==> src/rtl/pixel_point_mac_engine.sv <==
// pixel_point_mac_engine
//
// Streams two signed operand vectors from a dual-read-port memory (A at base_addrA+i,
// B at base_addrB+i), accumulates their products at full precision, then applies an
// arithmetic right shift, an optional ReLU and signed saturation. The finished pixel is
// held on out_pix with done=1 until the consumer acks.
//
// Ports:
//   clk, rst_n            clock (rising edge), asynchronous active-low reset
//   en                    start request, sampled only in IDLE
//   ack                   result acknowledge, sampled only in DONE
//   base_addrA/B          operand vector start addresses (captured on start)
//   length                number of products to accumulate (captured on start)
//   shift, relu_en        post-scale controls (captured on start)
//   mem_rd_en             read strobe shared by both ports
//   mem_addrA/B           read addresses, wrap modulo 2^ADDR_W
//   mem_dataA/B           read data, valid RD_LAT cycles after the strobe
//   out_pix, done         result pixel and its valid flag
//   busy                  high whenever the engine is not idle
module pixel_point_mac_engine #(
  parameter int unsigned DATA_W = 16,
  parameter int unsigned ADDR_W = 14,
  parameter int unsigned LEN_W  = 10,
  parameter int unsigned ACC_W  = 42,
  parameter int unsigned OUT_W  = 32,
  parameter int unsigned RD_LAT = 1
) (
  input  logic              clk,
  input  logic              rst_n,
  input  logic              en,
  input  logic              ack,
  input  logic [ADDR_W-1:0] base_addrA,
  input  logic [ADDR_W-1:0] base_addrB,
  input  logic [LEN_W-1:0]  length,
  input  logic [4:0]        shift,
  input  logic              relu_en,
  output logic              mem_rd_en,
  output logic [ADDR_W-1:0] mem_addrA,
  output logic [ADDR_W-1:0] mem_addrB,
  input  logic [DATA_W-1:0] mem_dataA,
  input  logic [DATA_W-1:0] mem_dataB,
  output logic [OUT_W-1:0]  out_pix,
  output logic              done,
  output logic              busy
);

  typedef enum logic [1:0] {StIdle, StFetch, StDrain, StDone} state_e;

  state_e                   state;
  logic [LEN_W-1:0]         len_r;
  logic [LEN_W-1:0]         issued;
  logic [4:0]               shift_r;
  logic                     relu_r;
  logic [RD_LAT-1:0]        vld;     // delayed copies of mem_rd_en; MSB marks valid read data
  logic signed [ACC_W-1:0]  acc;

  logic signed [2*DATA_W-1:0] prod;
  logic signed [ACC_W-1:0]    prod_ext;
  logic signed [ACC_W-1:0]    shifted;
  logic signed [ACC_W-1:0]    clamped;
  logic [ACC_W-OUT_W:0]       upper;   // bits that must all equal the sign bit to fit OUT_W
  logic [OUT_W-1:0]           result;

  // Product and finalisation datapath.
  always_comb begin
    prod     = $signed(mem_dataA) * $signed(mem_dataB);
    prod_ext = {{(ACC_W - 2*DATA_W){prod[2*DATA_W-1]}}, prod};
    shifted  = acc >>> shift_r;
    clamped  = (relu_r && shifted[ACC_W-1]) ? '0 : shifted;
    upper    = clamped[ACC_W-1:OUT_W-1];
    if ((&upper) || !(|upper)) begin
      result = clamped[OUT_W-1:0];
    end else if (clamped[ACC_W-1]) begin
      result = {1'b1, {(OUT_W-1){1'b0}}};
    end else begin
      result = {1'b0, {(OUT_W-1){1'b1}}};
    end
  end

  always_ff @(posedge clk or negedge rst_n) begin
    if (!rst_n) begin
      state     <= StIdle;
      out_pix   <= '0;
      done      <= 1'b0;
      busy      <= 1'b0;
      mem_rd_en <= 1'b0;
      mem_addrA <= '0;
      mem_addrB <= '0;
      len_r     <= '0;
      issued    <= '0;
      shift_r   <= '0;
      relu_r    <= 1'b0;
      vld       <= '0;
      acc       <= '0;
    end else begin
      vld <= RD_LAT'({vld, mem_rd_en});
      if (vld[RD_LAT-1]) begin
        acc <= acc + prod_ext;
      end

      case (state)
        StIdle: begin
          if (en) begin
            busy      <= 1'b1;
            len_r     <= length;
            shift_r   <= shift;
            relu_r    <= relu_en;
            acc       <= '0;
            mem_addrA <= base_addrA;
            mem_addrB <= base_addrB;
            issued    <= LEN_W'(1);
            if (length != '0) begin
              mem_rd_en <= 1'b1;
              state     <= StFetch;
            end else begin
              // Zero-length runs through one empty drain cycle so the result path is shared.
              state <= StDrain;
            end
          end
        end

        StFetch: begin
          if (issued == len_r) begin
            mem_rd_en <= 1'b0;
            state     <= StDrain;
          end else begin
            mem_addrA <= mem_addrA + ADDR_W'(1);
            mem_addrB <= mem_addrB + ADDR_W'(1);
            issued    <= issued + LEN_W'(1);
          end
        end

        StDrain: begin
          // Pipeline empty means the last product has already landed in acc.
          if (vld == '0) begin
            out_pix <= result;
            done    <= 1'b1;
            state   <= StDone;
          end
        end

        StDone: begin
          if (ack) begin
            done  <= 1'b0;
            busy  <= 1'b0;
            state <= StIdle;
          end
        end

        default: state <= StIdle;
      endcase
    end
  end

endmodule

==> config.mk <==
export PLATFORM = sky130hd
export DESIGN_NAME = pixel_point_mac_engine
export DESIGN_NICKNAME = d
export VERILOG_FILES = /design/src/rtl/pixel_point_mac_engine.sv
export SDC_FILE = /design/constraint.sdc
export NUM_CORES = 1
export LEC_CHECK = 0
export ABC_AREA = 1
export CORE_ASPECT_RATIO = 1.2
export CORE_MARGIN = 5
export CORE_UTILIZATION = 30
export DETAILED_ROUTE_END_ITERATION = 8
export SLEW_MARGIN = 20
export SYNTH_ARGS = -nofsm -noshare
export SYNTH_HDL_FRONTEND = slang
export SYNTH_SLANG_ARGS = --single-unit
==> constraint.sdc <==
create_clock -name clk -period 7.15 [get_ports clk]
set_input_delay 1.7875 -clock clk [delete_from_list [all_inputs] [get_ports clk]]
set_output_delay 1.7875 -clock clk [all_outputs]
set_load 0.01 [all_outputs]
==> impl_metrics.csv <==
group,metric,value,unit
sta,max_freq,144,MHz
sta,finalSetupViolCount,0,
worst_hold_path,hold_path_class,"reg -> reg",
floorplan,die_area,0.0813,mm²
global_route,track_usage,0.166,
detailed_routing,route.detailed.drc,0,
clock_tree,cts_buffers,17,
sta,min_period,6.93,ns
floorplan,core,0.0750,mm²
global_route,grt_max_degree,80,
detailed_routing,drt-initial-drc-count,1142,
sta,worstMarginPinSlew,1.11,ns
detailed_routing,routed_wl,68400,µm
finish,area_growth,27.7,%
clock_tree,root_buffer,"clkbuf_16",
synthesis,ys_top_cells_by_area,"fa_1 30%, dfrtp_1 15%, nand2_1 12%, inv_1 12%, ha_1 6.9%",
synthesis,ys_seq_elements,134,
sta,period_share,0.969,
clock_tree,clk_pin_slew_worst_paths,0.06,ns
placed_design,io_buffers,142,
synthesis,yosysTopAreaCellShare,0.298,
floorplan,ios,143,
worst_setup_path,cp_max_fo,5,
synthesis,syn_area,0.0227,mm²
sta,slew_headroom,0.258,
placed_design,routabilityCongestion,0.983,
finish,nNetsFinal,3975,
finish,regArea,0.00335,mm²
finish,drive_gt1_frac,0.178,
sta,skew,0.0163,ns
worst_setup_path,start_kind,"input pin",
sta,rsz0062_at_grt,"no",
worst_setup_path,crit_top_cell,"inv_1",
synthesis,synth_top_cell_by_area,"fa_1",
synthesis,syn-num-nets,3670,
clock_tree,cts_tree,"done",
synthesis,postSynthCellCount,3126,
global_route,grt_pass1_vias,21200,
synthesis,yosysWarnings,0,
detailed_routing,viasPerCell,4.60,
sta,final_hold_viol_count,0,
worst_setup_path,cp_data_arrival_time,7.26,ns
worst_setup_path,worstSetupEndpointType,"flip-flop",
synthesis,synth-seq-area-share,0.148,
worst_setup_path,crit_buf_inv,9,
placed_design,placed_area,0.0269,mm²
floorplan,initial_core_util,0.302,
worst_setup_path,worst_path_max_delay_cell,"fa_2",
finish,multiInputGateArea,0.0170,mm²
clock_tree,insertion_delay,0.45,ns
synthesis,synth-edff-count,0,
global_route,grt_first_pass_wirelength,110000,µm
global_route,grt_overflow,0,
clock_tree,htreeDepth,4,
worst_setup_path,crit_path_cell_trace,"dlygate4sd2_1 > nand2_1 > inv_1 > fa_2 > inv_2 > fa_2 > fa_2 > fa_2 > inv_4 > fa_1 > inv_1 > fa_1 > inv_1 > ha_4 > buf_4 > nand2_2 > nor3_2 > inv_1 > nor3_2 > nand3b_1 > nand4_1 > nand3_2 > nand2_1 > inv_1",
worst_setup_path,critPathMaxStageDelay,0.67,ns
synthesis,ys_types,44,
worst_setup_path,required,7.49,ns
detailed_routing,first_pass_iters,5,
worst_setup_path,path_delay_family,"adder cells",
global_route,antenna_found_initial,4,
worst_setup_path,path_class,"in -> reg",
outcome,status,"finished clean",
floorplan,dieHeight,311,µm
clock_tree,cts_sinks,134,
detailed_routing,ant_nets,0,
synthesis,synth_area_per_cell,7.26,µm²
floorplan,std_cell_rows,110,
detailed_routing,via_count,20500,
synthesis,synth-main-ff-cell,"dfrtp_1",
finish,n_fill_cell,7802,
floorplan,die_w,261,µm
placed_design,dp_hpwl,54900,µm
clock_tree,cts_buffer_depth,2,
detailed_routing,post_drt_wl_per_cell,15.3,µm
sta,finalMaxSlewViolations,0,
synthesis,ys_async_sr_fraction,1.00,
job,maxCapViolCount,0,
finish,finalInstanceArea,0.0290,mm²
## tightest hold or removal path: stages (launching register included)
cell,delay (ns)
dfrtp_1,0.34
nand2_1,0.05
o31ai_1,0.06
## placed cells by master (no fill, tap or decap), types with 97 or more instances in the layout
cell | netlist | layout
dfrtp_1 | 134 | 133
ha_1 | 126 | 97
clkdlybuf4s50_1 | 0 | 113
inv_1 | 705 | 676
o21ai_0 | 161 | 117
buf_4 | 5 | 251
nand3_1 | 229 | 220
nand2_1 | 711 | 681
fa_1 | 338 | 318
nor2_1 | 247 | 210
## registers in the layout, summed over array words and instances, names as in the netlist, 2 cells and up
signal / count
out_pix: 32
mem_addrB: 14
acc: 42
len_r: 10
state: 2
shift_r: 5
mem_addrA: 14
issued: 10
## synth_stat cells (8+ instances only)
master,number
nand2_1,711
nor2_1,247
o211ai_1,13
buf_2,10
inv_1,705
buf_6,9
a21oi_2,29
nor3_1,24
xor2_1,27
a21oi_1,102
nand4_1,10
fa_1,338
o21ai_0,161
or2_2,24
nand3_2,10
dfrtp_1,134
xnor2_1,8
nand2_2,10
buf_1,12
clkbuf_1,110
ha_1,126
a31oi_1,17
nand3_1,229
## layer usage
layer,global-route usage,vias to the layer above,part of all wire
li1,-,10000,-
met1,0.197,9949,0.40
met2,0.309,405,0.53
met3,0.0227,105,0.038
met4,0.0487,0,0.036
met5,0,-,0
## through the flow
stage | setup WS [ns] | TNS, ns | util | hold WS, ns | instances
6_report | 0.224 | 0 | 0.386 | 0.492 | 4456
5_1_grt | 0.000276 | 0 | 0.386 | 0.514 | 4452
4_1_cts | -0.0144 | -0.0245 | 0.371 | 0.496 | 4421
3_5_place_dp | -0.691 | -15.78 | 0.358 | 0.481 | 4382
3_3_place_gp | -0.751 | -15.55 | 0.358 | 0.466 | 4382
2_1_floorplan | 0.00862 | 0 | - | 0.435 | 3126
## timing repair
action                     4_1_cts  5_1_grt
hold buffers                     0        0
cloned                           0        6
pin swaps                       25       94
buffers inserted                 7       25
gates resized for setup        105      219
setup endpoints to repair       23       30
## cells by family (layout without fill, tap and decap cells)
family	Yosys count	count (layout)	share of synthesized area
buf+inv	857	1175	0.147
fa+ha+maj	464	464	0.368
xor+xnor	35	35	0.0135
flops	134	134	0.148
compound gates	352	352	0.0876
simple gates	1284	1284	0.237
other cells	0	4	0
## worst paths after layout
path                                          from                        end  slack, ns  depth (start not counted)
max in group asynchronous                    rst_n           acc[4]$_DFF_PN0_       4.42                          2
min                        out_pix[31]$_DFFE_PN0P_    out_pix[31]$_DFFE_PN0P_       0.49                          2
max                                   mem_dataB[3]          acc[41]$_DFF_PN0_       0.22                         24
max reg2reg                      acc[15]$_DFF_PN0_          acc[41]$_DFF_PN0_       2.29                         21
min reg2reg                out_pix[31]$_DFFE_PN0P_    out_pix[31]$_DFFE_PN0P_       0.49                          2
min in group asynchronous                    rst_n  mem_addrB[12]$_DFFE_PN0P_       1.38                          1
## area by class of cell
type                    instances  share of cell area
repair buffers                433               0.140
inverters                     710              0.0923
clock inverters                13             0.00471
clock buffers                  19              0.0153
flip-flops and latches        134               0.116
diodes                          4            0.000345
multi-input cells            2135               0.588
well taps                    1008              0.0435
Power is left out: the tool's default activity adds up to more than one toggle a clock period on the data nets, which glitch-free logic cannot reach.
